### src/rtl/sync_ram_pkg.sv
// Shared types and helpers for the synchronous RAM bank.
package sync_ram_pkg;

    typedef enum logic [1:0] {
        INIT  = 2'd0,
        READY = 2'd1,
        CLEAR = 2'd2
    } ram_state_e;

    localparam int MAX_RD_LAT = 4;
    // Widest word be_merge handles; callers zero-extend and truncate.
    localparam int MAX_DWIDTH = 512;

    // Replace each byte of old_word whose enable bit is set with the same byte of new_word.
    function automatic logic [MAX_DWIDTH-1:0] be_merge(
        input logic [MAX_DWIDTH-1:0]   old_word,
        input logic [MAX_DWIDTH-1:0]   new_word,
        input logic [MAX_DWIDTH/8-1:0] be
    );
        logic [MAX_DWIDTH-1:0] merged;
        merged = old_word;
        for (int i = 0; i < MAX_DWIDTH/8; i++) begin
            if (be[i]) merged[8*i +: 8] = new_word[8*i +: 8];
        end
        return merged;
    endfunction

endpackage

### src/rtl/sync_ram_rsp_pipe.sv
// Fixed-latency response pipeline: {valid, rdata, err} delayed by RD_LAT edges.
module sync_ram_rsp_pipe #(
    parameter int DWIDTH = 16,
    parameter int RD_LAT = 1
) (
    input  logic              clk,
    input  logic              rst_n,
    input  logic              in_valid,
    input  logic [DWIDTH-1:0] in_rdata,
    input  logic              in_err,
    output logic              out_valid,
    output logic [DWIDTH-1:0] out_rdata,
    output logic              out_err
);

    logic [RD_LAT:1]             vld_pipe;
    logic [RD_LAT:1][DWIDTH-1:0] data_pipe;
    logic [RD_LAT:1]             err_pipe;

    // Valid bits are reset so a reset flushes every response in flight.
    always_ff @(posedge clk or negedge rst_n) begin
        if (!rst_n) begin
            vld_pipe <= '0;
        end else begin
            vld_pipe[1] <= in_valid;
            for (int i = 2; i <= RD_LAT; i++) vld_pipe[i] <= vld_pipe[i-1];
        end
    end

    // Payload shifts alongside; no reset needed because outputs are gated by valid.
    always_ff @(posedge clk) begin
        data_pipe[1] <= in_rdata;
        err_pipe[1]  <= in_err;
        for (int i = 2; i <= RD_LAT; i++) begin
            data_pipe[i] <= data_pipe[i-1];
            err_pipe[i]  <= err_pipe[i-1];
        end
    end

    assign out_valid = vld_pipe[RD_LAT];
    assign out_rdata = vld_pipe[RD_LAT] ? data_pipe[RD_LAT] : '0;
    assign out_err   = vld_pipe[RD_LAT] & err_pipe[RD_LAT];

endmodule

### src/rtl/sync_ram_bank.sv
// Single-port RAM bank with byte enables, valid/ready requests, fixed-latency
// in-order responses, self zero-fill after reset or on clear, range checking.
module sync_ram_bank
    import sync_ram_pkg::*;
#(
    parameter int AWIDTH = 8,
    parameter int DWIDTH = 16,
    parameter int DEPTH  = 2**AWIDTH,
    parameter int RD_LAT = 1
) (
    input  logic                clk,
    input  logic                rst_n,
    input  logic                req_valid,
    output logic                req_ready,
    input  logic                req_we,
    input  logic [AWIDTH-1:0]   req_addr,
    input  logic [DWIDTH-1:0]   req_wdata,
    input  logic [DWIDTH/8-1:0] req_be,
    output logic                rsp_valid,
    output logic [DWIDTH-1:0]   rsp_rdata,
    output logic                rsp_err,
    input  logic                clear,
    output logic                init_busy
);

    localparam int BW = DWIDTH/8;
    localparam logic [AWIDTH:0]   DEPTH_W   = (AWIDTH+1)'(DEPTH);
    localparam logic [AWIDTH-1:0] LAST_ADDR = AWIDTH'(DEPTH-1);

    if (DWIDTH % 8 != 0 || DWIDTH > MAX_DWIDTH) begin : g_bad_dwidth
        $error("sync_ram_bank: DWIDTH must be a multiple of 8 and at most MAX_DWIDTH");
    end
    if (DEPTH < 1 || DEPTH > 2**AWIDTH) begin : g_bad_depth
        $error("sync_ram_bank: DEPTH must be in 1..2**AWIDTH");
    end
    if (RD_LAT < 1 || RD_LAT > MAX_RD_LAT) begin : g_bad_lat
        $error("sync_ram_bank: RD_LAT must be in 1..MAX_RD_LAT");
    end

    ram_state_e        state, state_nxt;
    logic [AWIDTH-1:0] fill_cnt, fill_nxt;
    logic [DWIDTH-1:0] mem [DEPTH];
    logic [DWIDTH-1:0] rd_word, wr_word, rsp_in_rdata;
    logic              accept, in_range, fill_last;

    assign req_ready = (state == READY);
    assign init_busy = (state != READY);
    assign accept    = req_valid && req_ready;
    assign in_range  = ({1'b0, req_addr} < DEPTH_W);
    assign fill_last = (fill_cnt == LAST_ADDR);

    // Old contents feed both the read response and the byte merge of a write.
    assign rd_word = mem[req_addr];
    assign wr_word = DWIDTH'(be_merge(MAX_DWIDTH'(rd_word), MAX_DWIDTH'(req_wdata),
                                      (MAX_DWIDTH/8)'(req_be)));

    // State and fill counter registers.
    always_ff @(posedge clk or negedge rst_n) begin
        if (!rst_n) begin
            state    <= INIT;
            fill_cnt <= '0;
        end else begin
            state    <= state_nxt;
            fill_cnt <= fill_nxt;
        end
    end

    // Next state: fill states walk every address once, READY waits for clear.
    always_comb begin
        state_nxt = state;
        fill_nxt  = fill_cnt;
        unique case (state)
            INIT, CLEAR: begin
                if (fill_last) begin
                    state_nxt = READY;
                    fill_nxt  = '0;
                end else begin
                    fill_nxt = fill_cnt + 1'b1;
                end
            end
            READY: begin
                if (clear) begin
                    state_nxt = CLEAR;
                    fill_nxt  = '0;
                end
            end
            default: begin
                state_nxt = INIT;
                fill_nxt  = '0;
            end
        endcase
    end

    // Storage: zero-fill while busy, byte-merged request writes while ready.
    always_ff @(posedge clk) begin
        if (state != READY) begin
            mem[fill_cnt] <= '0;
        end else if (accept && req_we && in_range) begin
            mem[req_addr] <= wr_word;
        end
    end

    // Writes and out-of-range reads respond with zero data.
    assign rsp_in_rdata = (accept && !req_we && in_range) ? rd_word : '0;

    sync_ram_rsp_pipe #(
        .DWIDTH (DWIDTH),
        .RD_LAT (RD_LAT)
    ) u_rsp_pipe (
        .clk       (clk),
        .rst_n     (rst_n),
        .in_valid  (accept),
        .in_rdata  (rsp_in_rdata),
        .in_err    (accept && !in_range),
        .out_valid (rsp_valid),
        .out_rdata (rsp_rdata),
        .out_err   (rsp_err)
    );

    logic unused_bw;
    assign unused_bw = (BW == 0);

endmodule

### config.mk
export PLATFORM = sky130hd
export DESIGN_NAME = sync_ram_bank
export DESIGN_NICKNAME = d
export VERILOG_FILES = /design/src/rtl/sync_ram_pkg.sv /design/src/rtl/sync_ram_rsp_pipe.sv /design/src/rtl/sync_ram_bank.sv
export SDC_FILE = /design/constraint.sdc
export NUM_CORES = 2
export LEC_CHECK = 0
export CAP_MARGIN = 30
export CORE_MARGIN = 2
export CORE_UTILIZATION = 40
export CTS_CLUSTER_SIZE = 40
export DETAILED_ROUTE_END_ITERATION = 7
export DONT_BUFFER_PORTS = 1
export GPL_TIMING_DRIVEN = 0
export REMOVE_ABC_BUFFERS = 1
export SLEW_MARGIN = 15
export SYNTH_ARGS = -nofsm -noshare
export SYNTH_HDL_FRONTEND = slang
export SYNTH_SLANG_ARGS = --single-unit
### constraint.sdc
create_clock -name clk -period 15.34 [get_ports clk]
set_input_delay 3.835 -clock clk [delete_from_list [all_inputs] [get_ports clk]]
set_output_delay 3.835 -clock clk [all_outputs]
set_load 0.02 [all_outputs]
== Word-level counts from Yosys, hierarchy flattened ==
Memory sizes are Yosys's and may differ from the RTL's.
Index checks and enable logic that the tools add are counted.

* Bits in registers: 27
* Memory bits (writable): 4,096
* Input port bits: 31
* Word-level logic and storage cells: 37
* Memories kept: 1
* Output and inout bits: 20

* Reductions and logical operators: 8
* Equality and inequality tests: 6
* $add $sub $neg: 1
* Multiplexer cells: 17

{| class="wikitable"
|+ Memory list
! memory !! depth !! width !! read ports !! clocked after Yosys merged registers in !! write ports !! RTL line !! RTL
|-
| mem || 256 || 16 || 1 || 0 || 1 || sync_ram_bank.sv:42 || <nowiki>logic [DWIDTH-1:0] mem [DEPTH];</nowiki>
|}

{| class="wikitable"
|+ Operators with widths
! cell !! count
|-
| $mux W8 || 5
|-
| $mux W16 || 2
|-
| $pmux W8 S2 || 1
|-
| $reduce_or A16 Y1 || 1
|-
| $add A8 B1 Y8 const B || 1
|-
| $eq A8 B8 Y1 const B || 1
|-
| $mux W1 || 6
|-
| $mux W2 || 2
|-
| $ne A2 B1 Y1 const B || 2
|-
| $pmux W2 S2 || 1
|-
| $logic_and A1 B1 Y1 || 3
|-
| $eq A2 B1 Y1 const B || 1
|-
| $eq A2 B2 Y1 const B || 1
|-
| $logic_not A2 Y1 || 1
|-
| $ne A2 B2 Y1 const B || 1
|-
| $reduce_and A2 Y1 || 1
|-
| $reduce_or A2 Y1 || 1
|-
| $logic_not A1 Y1 || 1
|}

== Depth between registers and ports, before layout ==
* Depth in word-level cells: 8
* Depth in mapped cells: 13
* Gate-level depth less buffers: 8

== By module ==
From an unflattened synthesis, not the netlist that was laid out.

* Cell total of the unflattened synthesis: 7,354
* Area total of the unflattened synthesis: 159,406.6 µm²

{| class="wikitable"
|+ Modules (own cells, without submodules)
! module !! area an instance (µm²) !! sequential area each (µm²) !! cells an instance !! instances
|-
| sync_ram_bank || 158,907.4 || 123,248.2 || 7,318 || 1
|-
| sync_ram_rsp_pipe || 499.2 || 365.4 || 36 || 1
|}

== Least setup slack after synthesis ==
OpenSTA, ideal clock, no wires.

* Kind: input to register
* Start: in req_addr[0]
* End: mem mem[0][7], data pin
* Stages: 12
* Path buffers: 6
* Setup time: 2,242 ps
* Arrival: 15,858 ps
* Setup slack: -2,761 ps
* Cells stage by stage: buf_6 > buf_12 > buf_12 > buf_12 > buf_12 > buf_12 > mux2i_1 > a22oi_1 > a21oi_1 > nor4_1 > a31oi_1 > o31ai_1

* Word-level cells in the longest chain between the ends: 3

{| class="wikitable"
|+ Ends and longest elaborated chain
! element !! RTL line !! RTL
|-
| from (decl) || sync_ram_bank.sv:16 || <nowiki>input logic [AWIDTH-1:0] req_addr,</nowiki>
|-
| $mem_v2 Z256 W16 || -- ||
|-
| $mux W8 || sync_ram_pkg.sv:23 || <nowiki>if (be[i]) merged[8*i +: 8] = new_word[8*i +: 8];</nowiki>
|-
| $mux W16 (no line) || -- ||
|-
| to (decl) || sync_ram_bank.sv:42 ||
|}

No other way between the ends.

== Worst setup path in the final report ==
* Start: in req_addr[0]
* End: mem mem[213][7], data pin

Same word-level chain as after synthesis.

==> out/metrics.cfg <==
[global_routing]
use_met2_pct=33.41
use_met3_pct=4.738
grt_pass1_vias=78355
grt.met1_usage_pct=29.95
antenna_found_initial=22
globalRouteTotalUtil_pct=21.60
grt_max_degree=205
grt_pass1_wl_um=612100
grt.busiest_layer=met2
grt_overflow_total=0

[cells_and_area]
final_nets=7790
design_area_um2=185800
postLayoutCoreUtil_pct=46.92
area_growth_syn_to_layout_pct=16.79
drive_gt1_share_pct=29.20
final_cells=13388

[place]
gp_congestion=0.8341
portBuffers=0
place_hpwl_um=286300
placed_area_um2=172000
dp_cells=12555

[power]
p_per_area_nw_per_um2=122.7
swShare_pct=20.68
power.internal_mw=18.09
p_sw_mw=4.717
leakagePower_nw=47.70
pwr-share-seq_pct=53.5
peakVddDrop_uv=99.27
combPwrFrac_pct=2.8
p_clk_share_pct=43.7

[floorplan]
die_h_um=634.7
start_util_pct=40.18
fp.coreArea_um2=396000
die_area_um2=402800
die_w_um=634.7
placementRows=231
pin_count=51

[drt]
dr.pass1.iters=6
wl_um=440700
num_vias=79497
drt-initial-drc-count=10444
drc=0
antenna_left=0
viasPerCell=5.938
wire_per_inst_um=32.92

[sta]
worst_pin_slew_ps=1170
fin_worst_skew_ps=85.93
drv_slew=0
max_slew_margin_pct=21.64
period_share_pct=71.00
setup_viol=0
fin_tns_setup_ps=0
hold_viol=0
max_freq_ghz=0.09182
rsz0062_at_grt=false
fin_crit_ps=10890

[critical_path]
r2r_cells=14
slowest_delay_ps=810
path_cells=buf_16, buf_16, buf_16, buf_16, buf_16, mux4_2, a22oi_1, nand3_1, o211ai_1, o31ai_1, a31oi_1, o31ai_4, buf_8, buf_16, buf_8, buf_16, buf_16, buf_6, buf_8
cp.required_ps=16090
timing.rr.start=mem[215][7]$_DFFE_PP_
critPathMaxFanout=111
cp-end-kind=flop
rrSetupSlack_ps=9910
arrival_ps=11640
crit_top_cell=buf_16
reg2reg_to=mem[213][7]$_DFFE_PP_
critPathSlowestCell=o31ai_1
cp-start-kind=input port
crit_type=in -> reg

[yosys]
ys_ff_latch=4123
ys_async_sr_fraction_pct=0.2668
seq_area_frac_synth_pct=77.68
ys.flop_type=edfxtp_1
synth_top_area_cell=edfxtp_1
avgSynthCellArea_um2=21.94
yosys.cell_types.count=75
synth_edf_count=4096
synthCells=7250
synthTopCellsByArea=edfxtp_1 (77%), mux4_2 (13%), mux2i_1 (1.7%)
syn_area_um2=159100
netlist.area_leader.share_pct=77.31
synth_warnings=0

[job]
maxCapViolations=0

[clocking]
h-tree-depth=5
cts_resized=0
cts_hold_buf=0
clockBufferDepth=4
clkLatencyLatePin_ps=990
cts_buffers=421
post_cts_buffers=0
cts_sinks=4123
cts_tree=built
cts_root_buf=clkbuf_16
clk_pin_slew_ps=60

[worst_hold_path]
hold_start=state[1]$_DFFE_PN0P_
min_path_type=reg -> reg
whs_endpoint=state[1]$_DFFE_PN0P_
min_path_cells=2

[status]
status=finished clean

==> cell usage in the layout, fill, tap and decap left out, types with 26 or more instances in the layout <==
master and count:
a21oi_1 110, a221oi_1 46, a22o_1 30, a22oi_1 215, a31oi_1 39, buf_12 40
buf_16 82, buf_4 27, buf_6 113, buf_8 244, bufinv_16 34, clkbuf_1 82
clkbuf_16 427, clkinv_1 107, clkinv_2 92, diode_2 34, edfxtp_1 4096, mux2i_1 274
mux4_1 39, mux4_2 884, nand2_1 169, nand3_1 43, nor2_1 46, nor2_2 240
nor3_1 41, o211ai_1 26, o21ai_0 56, o22ai_1 93
==> cell families (layout without fill, tap and decap cells) <==
family                   Yosys count  after routing  synth area share, %
flip-flops                      4123           4123                77.68
multiplexers                    1222           1222                15.06
AO/OA/AOI/OAI                    751            751                3.318
AND/OR/NAND/NOR                  711            711                1.983
buffers and inverters            438           1300                1.929
XOR/XNOR                           3              3              0.01652
adder cells (fa/ha/maj)            1              1             0.007863
other                              1             35             0.002357
==> registers in the layout, summed over array words and instances (netlist names) <==
register	flops
fill_cnt	8
u_rsp_pipe.out_valid	1
mem	4096
u_rsp_pipe.data_pipe	16
state	2
==> worst max-delay path, delay by kind of cell <==
family / cells / cell delay [ps]
muxes: 1 / 390
and+or+nand+nor: 1 / 560
buffers and inverters: 12 / 3740
AOI/OAI and AO/OA: 5 / 2290
==> how the worst max path moves through the flow <==
| stage | slack (ps) | cells past startpoint | end | startpoint |
|---|---|---|---|---|
| detailed placement | 2980 | 19 | mem[200][7]$_DFFE_PP_ | req_addr[0] |
| CTS | 3950 | 19 | mem[207][7]$_DFFE_PP_ | req_addr[0] |
| finish | 4450 | 19 | mem[213][7]$_DFFE_PP_ | req_addr[0] |
| global route | 4120 | 19 | mem[207][7]$_DFFE_PP_ | req_addr[0] |
| global placement | -32120 | 6 | mem[208][3]$_DFFE_PP_ | req_addr[2] |
| floorplan | -5840 | 7 | mem[0][0]$_DFFE_PP_ | req_addr[3] |
==> synthesized netlist by cell type, types with 11 or more instances <==
cell type  number
edfxtp_1     4096
mux4_2        884
nor2_1        311
mux2i_1       274
a22oi_1       215
nand2_1       181
clkbuf_1      155
a21oi_1       111
buf_2          98
o22ai_1        93
o21ai_0        66
nand3_1        60
buf_4          58
a221oi_1       46
buf_6          43
buf_12         42
nor3_1         41
a31oi_1        39
mux4_1         39
a22o_1         30
o211ai_1       26
buf_1          25
mux2_2         25
a211oi_1       20
and2_1         20
nand2b_1       20
dfxtp_1        16
nor2b_1        15
o221ai_1       13
o31ai_1        12
dfrtp_1        11
or3_1          11
==> per-stage QoR <==
stage	hold slack, ps	power (mW)	setup slack [ps]
5_1_grt	590.5	23.35	4119
2_1_floorplan	512.6	12.66	-5845
3_5_place_dp	569.8	13.06	2980
3_3_place_gp	575.0	12.89	-32120
4_1_cts	582.8	22.90	3952
6_report	587.4	22.81	4449
==> power by group through the flow <==
stage	combinational (mW)	clock, mW	sequential, mW
floorplan	0.231	0	12.4
global placement	0.456	0	12.4
detailed placement	0.629	0	12.4
CTS	0.630	10.1	12.2
global route	0.653	10.5	12.2
finish	0.639	9.98	12.2
==> area by class of cell <==
type | count | area [um2]
clock buffers | 509 | 10990
repair buffers | 513 | 8245
clock inverters | 268 | 2424
well taps | 5242 | 6559
inverters | 10 | 48.80
flip-flops and latches | 4123 | 123600
diodes | 34 | 85.08
fillers | 31991 | 210200
multi-input cells | 2689 | 33860
==> per-layer routing <==
metal,up-vias,wire length [um],share of wire (%)
met5,-,8,0.0018
met4,2,19340,4.4
li1,31838,-,-
met1,42832,173300,39
met3,729,42600,9.7
met2,4096,205500,47
No activity file was read; power rests on OpenSTA's default activity.
